File: src/rtl/bus_xfer_pkg.sv
// Shared definitions for the bus transfer controller.
//   state_t     : controller FSM state encoding
//   TIMEOUT_DEF : default ack_ wait limit in cycles (legal range 1..15)
//   CNT_W       : width of the ack_ wait counter
package bus_xfer_pkg;

  localparam int TIMEOUT_DEF = 15;
  localparam int CNT_W       = 4;

  typedef enum logic [2:0] {
    ST_IDLE  = 3'd0,
    ST_LOAD  = 3'd1,
    ST_DRIVE = 3'd2,
    ST_RECV  = 3'd3,
    ST_HOLD  = 3'd4,
    ST_END   = 3'd5
  } state_t;

endpackage

File: src/rtl/bus_xfer_tmo.sv
// Ack wait counter for bus_xfer_ctl.
//   clk    : clock
//   rst_   : synchronous active-low reset, clears the count
//   clr    : synchronous clear (wins over en)
//   en     : count one cycle of ack_ still high
//   expire : count has reached TIMEOUT-1
module bus_xfer_tmo
  import bus_xfer_pkg::*;
#(
  parameter int TIMEOUT = TIMEOUT_DEF
) (
  input  logic clk,
  input  logic rst_,
  input  logic clr,
  input  logic en,
  output logic expire
);

  logic [CNT_W-1:0] cnt;

  // NOTE: clocked state uses non-blocking (<=) so every flop samples pre-edge values.
  always_ff @(posedge clk) begin
    if (!rst_)    cnt <= '0;
    else if (clr) cnt <= '0;
    else if (en)  cnt <= cnt + 1'b1;
  end

  // The FSM leaves the wait state on expiry, so the count never wraps.
  assign expire = (cnt == CNT_W'(TIMEOUT - 1));

endmodule

File: src/rtl/bus_xfer_ctl.sv
// Single-transfer bus controller driving an am2907 transceiver slice.
//   clk, rst_         : clock, synchronous active-low reset
//   req, wr, wdata    : transfer request, direction (1=write), write data
//   par_in            : expected read parity, sampled with the ack
//   ack_              : active-low slave acknowledge
//   r, odd            : transceiver receiver data and parity
//   a, drcp           : driver register data and load strobe
//   be_, rle_, oe_    : transceiver bus / latch / output enables, active-low
//   rdata             : captured read data
//   busy, done        : in-transfer flag, one-cycle completion pulse
//   perr, tmo         : parity error and ack timeout of the last transfer
module bus_xfer_ctl
  import bus_xfer_pkg::*;
#(
  parameter int WIDTH   = 4,
  parameter int TIMEOUT = TIMEOUT_DEF
) (
  input  logic             clk,
  input  logic             rst_,
  input  logic             req,
  input  logic             wr,
  input  logic [WIDTH-1:0] wdata,
  input  logic             par_in,
  input  logic             ack_,
  input  logic [WIDTH-1:0] r,
  input  logic             odd,
  output logic [WIDTH-1:0] a,
  output logic             drcp,
  output logic             be_,
  output logic             rle_,
  output logic             oe_,
  output logic [WIDTH-1:0] rdata,
  output logic             busy,
  output logic             done,
  output logic             perr,
  output logic             tmo
);

  state_t           state, state_nx;
  logic [WIDTH-1:0] a_nx, rdata_nx;
  logic             drcp_nx, be_nx, rle_nx, oe_nx;
  logic             busy_nx, done_nx, perr_nx, tmo_nx;
  logic             par_cap, par_nx;
  logic             waiting, expire;

  // The counter runs only in the two ack-wait states and sits at zero
  // everywhere else, which gives the clear-on-entry behaviour for free.
  assign waiting = (state == ST_DRIVE) || (state == ST_RECV);

  bus_xfer_tmo #(.TIMEOUT(TIMEOUT)) u_tmo (
    .clk    (clk),
    .rst_   (rst_),
    .clr    (!waiting),
    .en     (waiting && ack_),
    .expire (expire)
  );

  // Outputs are computed for the next state and registered with it, so
  // every output is a flop and the enables change on the state edge.
  always_comb begin
    // NOTE: every signal gets a default first so no path through the case infers a latch.
    state_nx = state;
    a_nx     = a;
    rdata_nx = rdata;
    drcp_nx  = 1'b0;
    be_nx    = 1'b1;
    rle_nx   = 1'b1;
    oe_nx    = 1'b1;
    busy_nx  = busy;
    done_nx  = 1'b0;
    perr_nx  = perr;
    tmo_nx   = tmo;
    par_nx   = par_cap;

    unique case (state)
      ST_IDLE: begin
        if (req) begin
          busy_nx = 1'b1;
          perr_nx = 1'b0;
          tmo_nx  = 1'b0;
          if (wr) begin
            state_nx = ST_LOAD;
            a_nx     = wdata;
            drcp_nx  = 1'b1;
          end else begin
            state_nx = ST_RECV;
            rle_nx   = 1'b0;
            oe_nx    = 1'b0;
          end
        end
      end
      ST_LOAD: begin
        state_nx = ST_DRIVE;
        be_nx    = 1'b0;
      end
      ST_DRIVE: begin
        // Ack is tested before expiry so a same-cycle ack is not a timeout.
        if (!ack_) begin
          state_nx = ST_END;
          done_nx  = 1'b1;
        end else if (expire) begin
          state_nx = ST_END;
          done_nx  = 1'b1;
          tmo_nx   = 1'b1;
        end else begin
          be_nx = 1'b0;
        end
      end
      ST_RECV: begin
        if (!ack_) begin
          state_nx = ST_HOLD;
          par_nx   = par_in;
          oe_nx    = 1'b0;
        end else if (expire) begin
          state_nx = ST_END;
          done_nx  = 1'b1;
          tmo_nx   = 1'b1;
          perr_nx  = 1'b0;
        end else begin
          rle_nx = 1'b0;
          oe_nx  = 1'b0;
        end
      end
      ST_HOLD: begin
        // rle_ is already high here, so r and odd reflect the latched bus.
        state_nx = ST_END;
        rdata_nx = r;
        perr_nx  = odd ^ par_cap;
        done_nx  = 1'b1;
      end
      ST_END: begin
        state_nx = ST_IDLE;
        busy_nx  = 1'b0;
      end
      default: state_nx = ST_IDLE;
    endcase
  end

  always_ff @(posedge clk) begin
    if (!rst_) begin
      state   <= ST_IDLE;
      a       <= '0;
      rdata   <= '0;
      drcp    <= 1'b0;
      be_     <= 1'b1;
      rle_    <= 1'b1;
      oe_     <= 1'b1;
      busy    <= 1'b0;
      done    <= 1'b0;
      perr    <= 1'b0;
      tmo     <= 1'b0;
      par_cap <= 1'b0;
    end else begin
      state   <= state_nx;
      a       <= a_nx;
      rdata   <= rdata_nx;
      drcp    <= drcp_nx;
      be_     <= be_nx;
      rle_    <= rle_nx;
      oe_     <= oe_nx;
      busy    <= busy_nx;
      done    <= done_nx;
      perr    <= perr_nx;
      tmo     <= tmo_nx;
      par_cap <= par_nx;
    end
  end

endmodule

File: config.mk
export PLATFORM = sky130hd
export DESIGN_NAME = bus_xfer_ctl
export DESIGN_NICKNAME = d
export VERILOG_FILES = /design/src/rtl/bus_xfer_pkg.sv /design/src/rtl/bus_xfer_tmo.sv /design/src/rtl/bus_xfer_ctl.sv
export SDC_FILE = /design/constraint.sdc
export NUM_CORES = 1
export LEC_CHECK = 0
export ABC_AREA = 0
export BUFFER_PORTS_ARGS = -buffer_cell sky130_fd_sc_hd__clkbuf_2
export CAP_MARGIN = 20
export CORE_MARGIN = 2
export CORE_UTILIZATION = 31
export DETAILED_ROUTE_END_ITERATION = 12
export SLEW_MARGIN = 20
export SYNTH_ARGS = -nofsm -noshare
export SYNTH_HDL_FRONTEND = slang
export SYNTH_SLANG_ARGS = --single-unit
File: constraint.sdc
create_clock -name clk -period 3.2 [get_ports clk]
set_clock_uncertainty 0.05 [all_clocks]
set_input_delay 0.64 -clock clk [delete_from_list [all_inputs] [get_ports clk]]
set_output_delay 0.64 -clock clk [all_outputs]
set_load 0.01 [all_outputs]
==> out/results.ini <==
[timing]
maxSlewViolCount=0
hold_viol_final=0
grt_setup_unrepaired=no
final.setup.tns_ps=0
fin_crit_sh_pct=46.6
layout_min_cycle_time_ps=1490
relSlewSlack_pct=62.8
clock.fmax_mhz=671
tightestPinTransition_ps=557
setup-violations-final=0

[place]
port_buffers=30
post-dp-hpwl_mm=1.69
dpl.cell_count=192
gp_congestion=0.830

[logic_synthesis]
synthArstFlopShare_pct=0
ys_top_cells_by_count=24 x dfxtp_1, 8 x nor2_1, 7 x o21ai_0
ys_warn_count=0
ys.flop_type=dfxtp_1
ys_types=44
avgSynthCellArea_um2=9.59
synth_top_area_share_pct=41.7
yosysMostFrequentCell=dfxtp_1
synth_cells=120
synth_area_mm2=0.00115
synth-edff-count=0
synth_nets=137
synth_seq_cells=24
yosys.area.top_type=dfxtp_1
yosysSeqAreaShare_pct=41.7
synthTopCellsByArea=dfxtp_1 42%, mux2i_1 3.5%, a21boi_0 3.3%

[critical_path]
crit_arrival_ps=1610
rrSetupSlack_ps=1710
endpoint_kind=flip-flop
critPathLaunchType=flip-flop
rr_worst_depth=3
r2r-end=rdata[2]
setup.worst_path.class=reg2reg
crit_fanout=10
required_ps=3310
crit-reg2reg-launch=state[2]
startpoint=state[2]

[clock_network]
cts.htree.levels=1
cts_tree=done
cts_root_buffer=clkbuf_8
clk_latency_ps=260
cts_buffers=3
cts_resized=0
clk_pin_slew_ps=90
clock_sinks=24
postCtsSetupBuffers=0
clock_path_buffers=2
postCtsHoldBufs=0

[layout]
layout.cells.non_filler=196
diodes=0
drive_gt1_share_pct=29.1
fillerInstances=362
syn2layout_area_growth_pct=20.7
nets=166
multi_input_area_um2=604
seqCellArea_um2=480

[route]
drc=0
drtPass1Iterations=4
totalWireLength_mm=2.31
drtIter0Drc=84
num_vias=974
viasPerCell=4.97
ant_nets=0
wire_per_inst_um=11.8

[global_routing]
use_met3_pct=1.74
grt_pass1_wl_mm=3.86
met2_usage_pct=19.5
grt_pass1_vias=888
met1_usage_pct=14.5
grt_busiest_layer=met2
grt_start_max_net_pins=20
gr-usage-all-layers_pct=11.6
globalRouteOverflowTotal=0
antenna_found_initial=0

[run_status]
status=finished, final reports clean

[min_path]
hp-start=par_cap
hold_class=reg2reg
hold_end=par_cap
min_path_cells=2

[power]
irDropWorstVdd_v=0.000161
p_leak_nw=0.581
power_density_mw_per_mm2=522

[flow_run]
max-cap-violations=0

[die]
initial_core_util_pct=31.9
coreArea_mm2=0.00361
dieArea_mm2=0.00422
dieHeight_um=64.9
die_x_um=64.9
core.rowCount=22
ios=31

-- layer usage --
metal | routed length [um] | part of all wire (%)
met5 | 0 | 0
met4 | 27 | 1.2
met3 | 126 | 5.4
met2 | 1110 | 48
met1 | 1040 | 45
-- cell type report --
type	instances	share of cell area, %
Multi-Input combinational cell	84	43.5
Timing Repair Buffer	30	10.8
Clock buffer	3	2.97
Sequential cell	24	34.6
Tap cell	48	4.32
Inverter	6	1.62
Clock inverter	1	2.16
-- registers in the layout (all words and copies together) (netlist names) --
signal and count:
a 4, be_ 1, u_tmo.cnt 4, tmo 1
perr 1, busy 1, rle_ 1, done 1
drcp 1, rdata 4, state 3, oe_ 1
par_cap 1
-- worst max-delay path, cell delays in order (launching register included) --
cell	delay, ps
dfxtp_1	580
nor3b_4	460
mux2i_1	250
nor2b_1	60
-- layout by cell type (no fill, tap or decap), types with 2 or more instances in the layout --
master and count:
nand4_1 3, nor2_1 8, xor2_1 3, a21oi_1 3
nor2b_1 6, a21boi_0 5, dfxtp_1 24, inv_1 6
nor3_1 2, clkbuf_2 30, a31oi_1 2, nand2_1 4
mux2i_1 4, and3_1 6, clkbuf_8 3, ha_1 2
o21ai_0 7, nand2b_1 2, o21a_1 4
-- cell families (layout without fill, tap and decap cells) --
group / Yosys count / after routing / share of synthesized area (%)
AOI/OAI and AO/OA: 32 / 32 / 20.0
xor gates and xnor gates: 4 / 4 / 3.04
adders and majority gates: 2 / 2 / 2.17
buffers and inverters: 12 / 40 / 5.76
DFF: 24 / 24 / 41.7
muxes: 4 / 4 / 3.48
and+or+nand+nor: 42 / 42 / 23.8
-- power breakdown --
part	switching [mW]	leakage (nW)	internal (mW)	total, mW
sequential	0.0276	0.195	0.318	0.345
combinational	0.0618	0.349	0.0541	0.116
clock	0.0963	0.0357	0.167	0.263
-- worst max path at each step --
stage,slack [ps],cells after the start,to
final,1710,3,rdata[2]
after global routing,1620,3,rdata[2]
after CTS,1690,3,rdata[2]
after detailed placement,1530,4,a[0]
after global placement,1580,4,a[1]
after floorplan,1830,3,a[0]
-- metrics by stage --
step                      setup slack, ps  total power [mW]  hold slack [ps]  instance area, um^2  util, %
after floorplan                      1830             0.438              409                 1150        -
after global placement               1580             0.468              438                 1320     36.5
after detailed placement             1530             0.469              426                 1320     36.5
after CTS                            1690             0.738              442                 1390     38.5
after global routing                 1620             0.765              464                 1390     38.5
final                                1710             0.725              440                 1390     38.5
No activity file was read; power rests on OpenSTA's default activity.
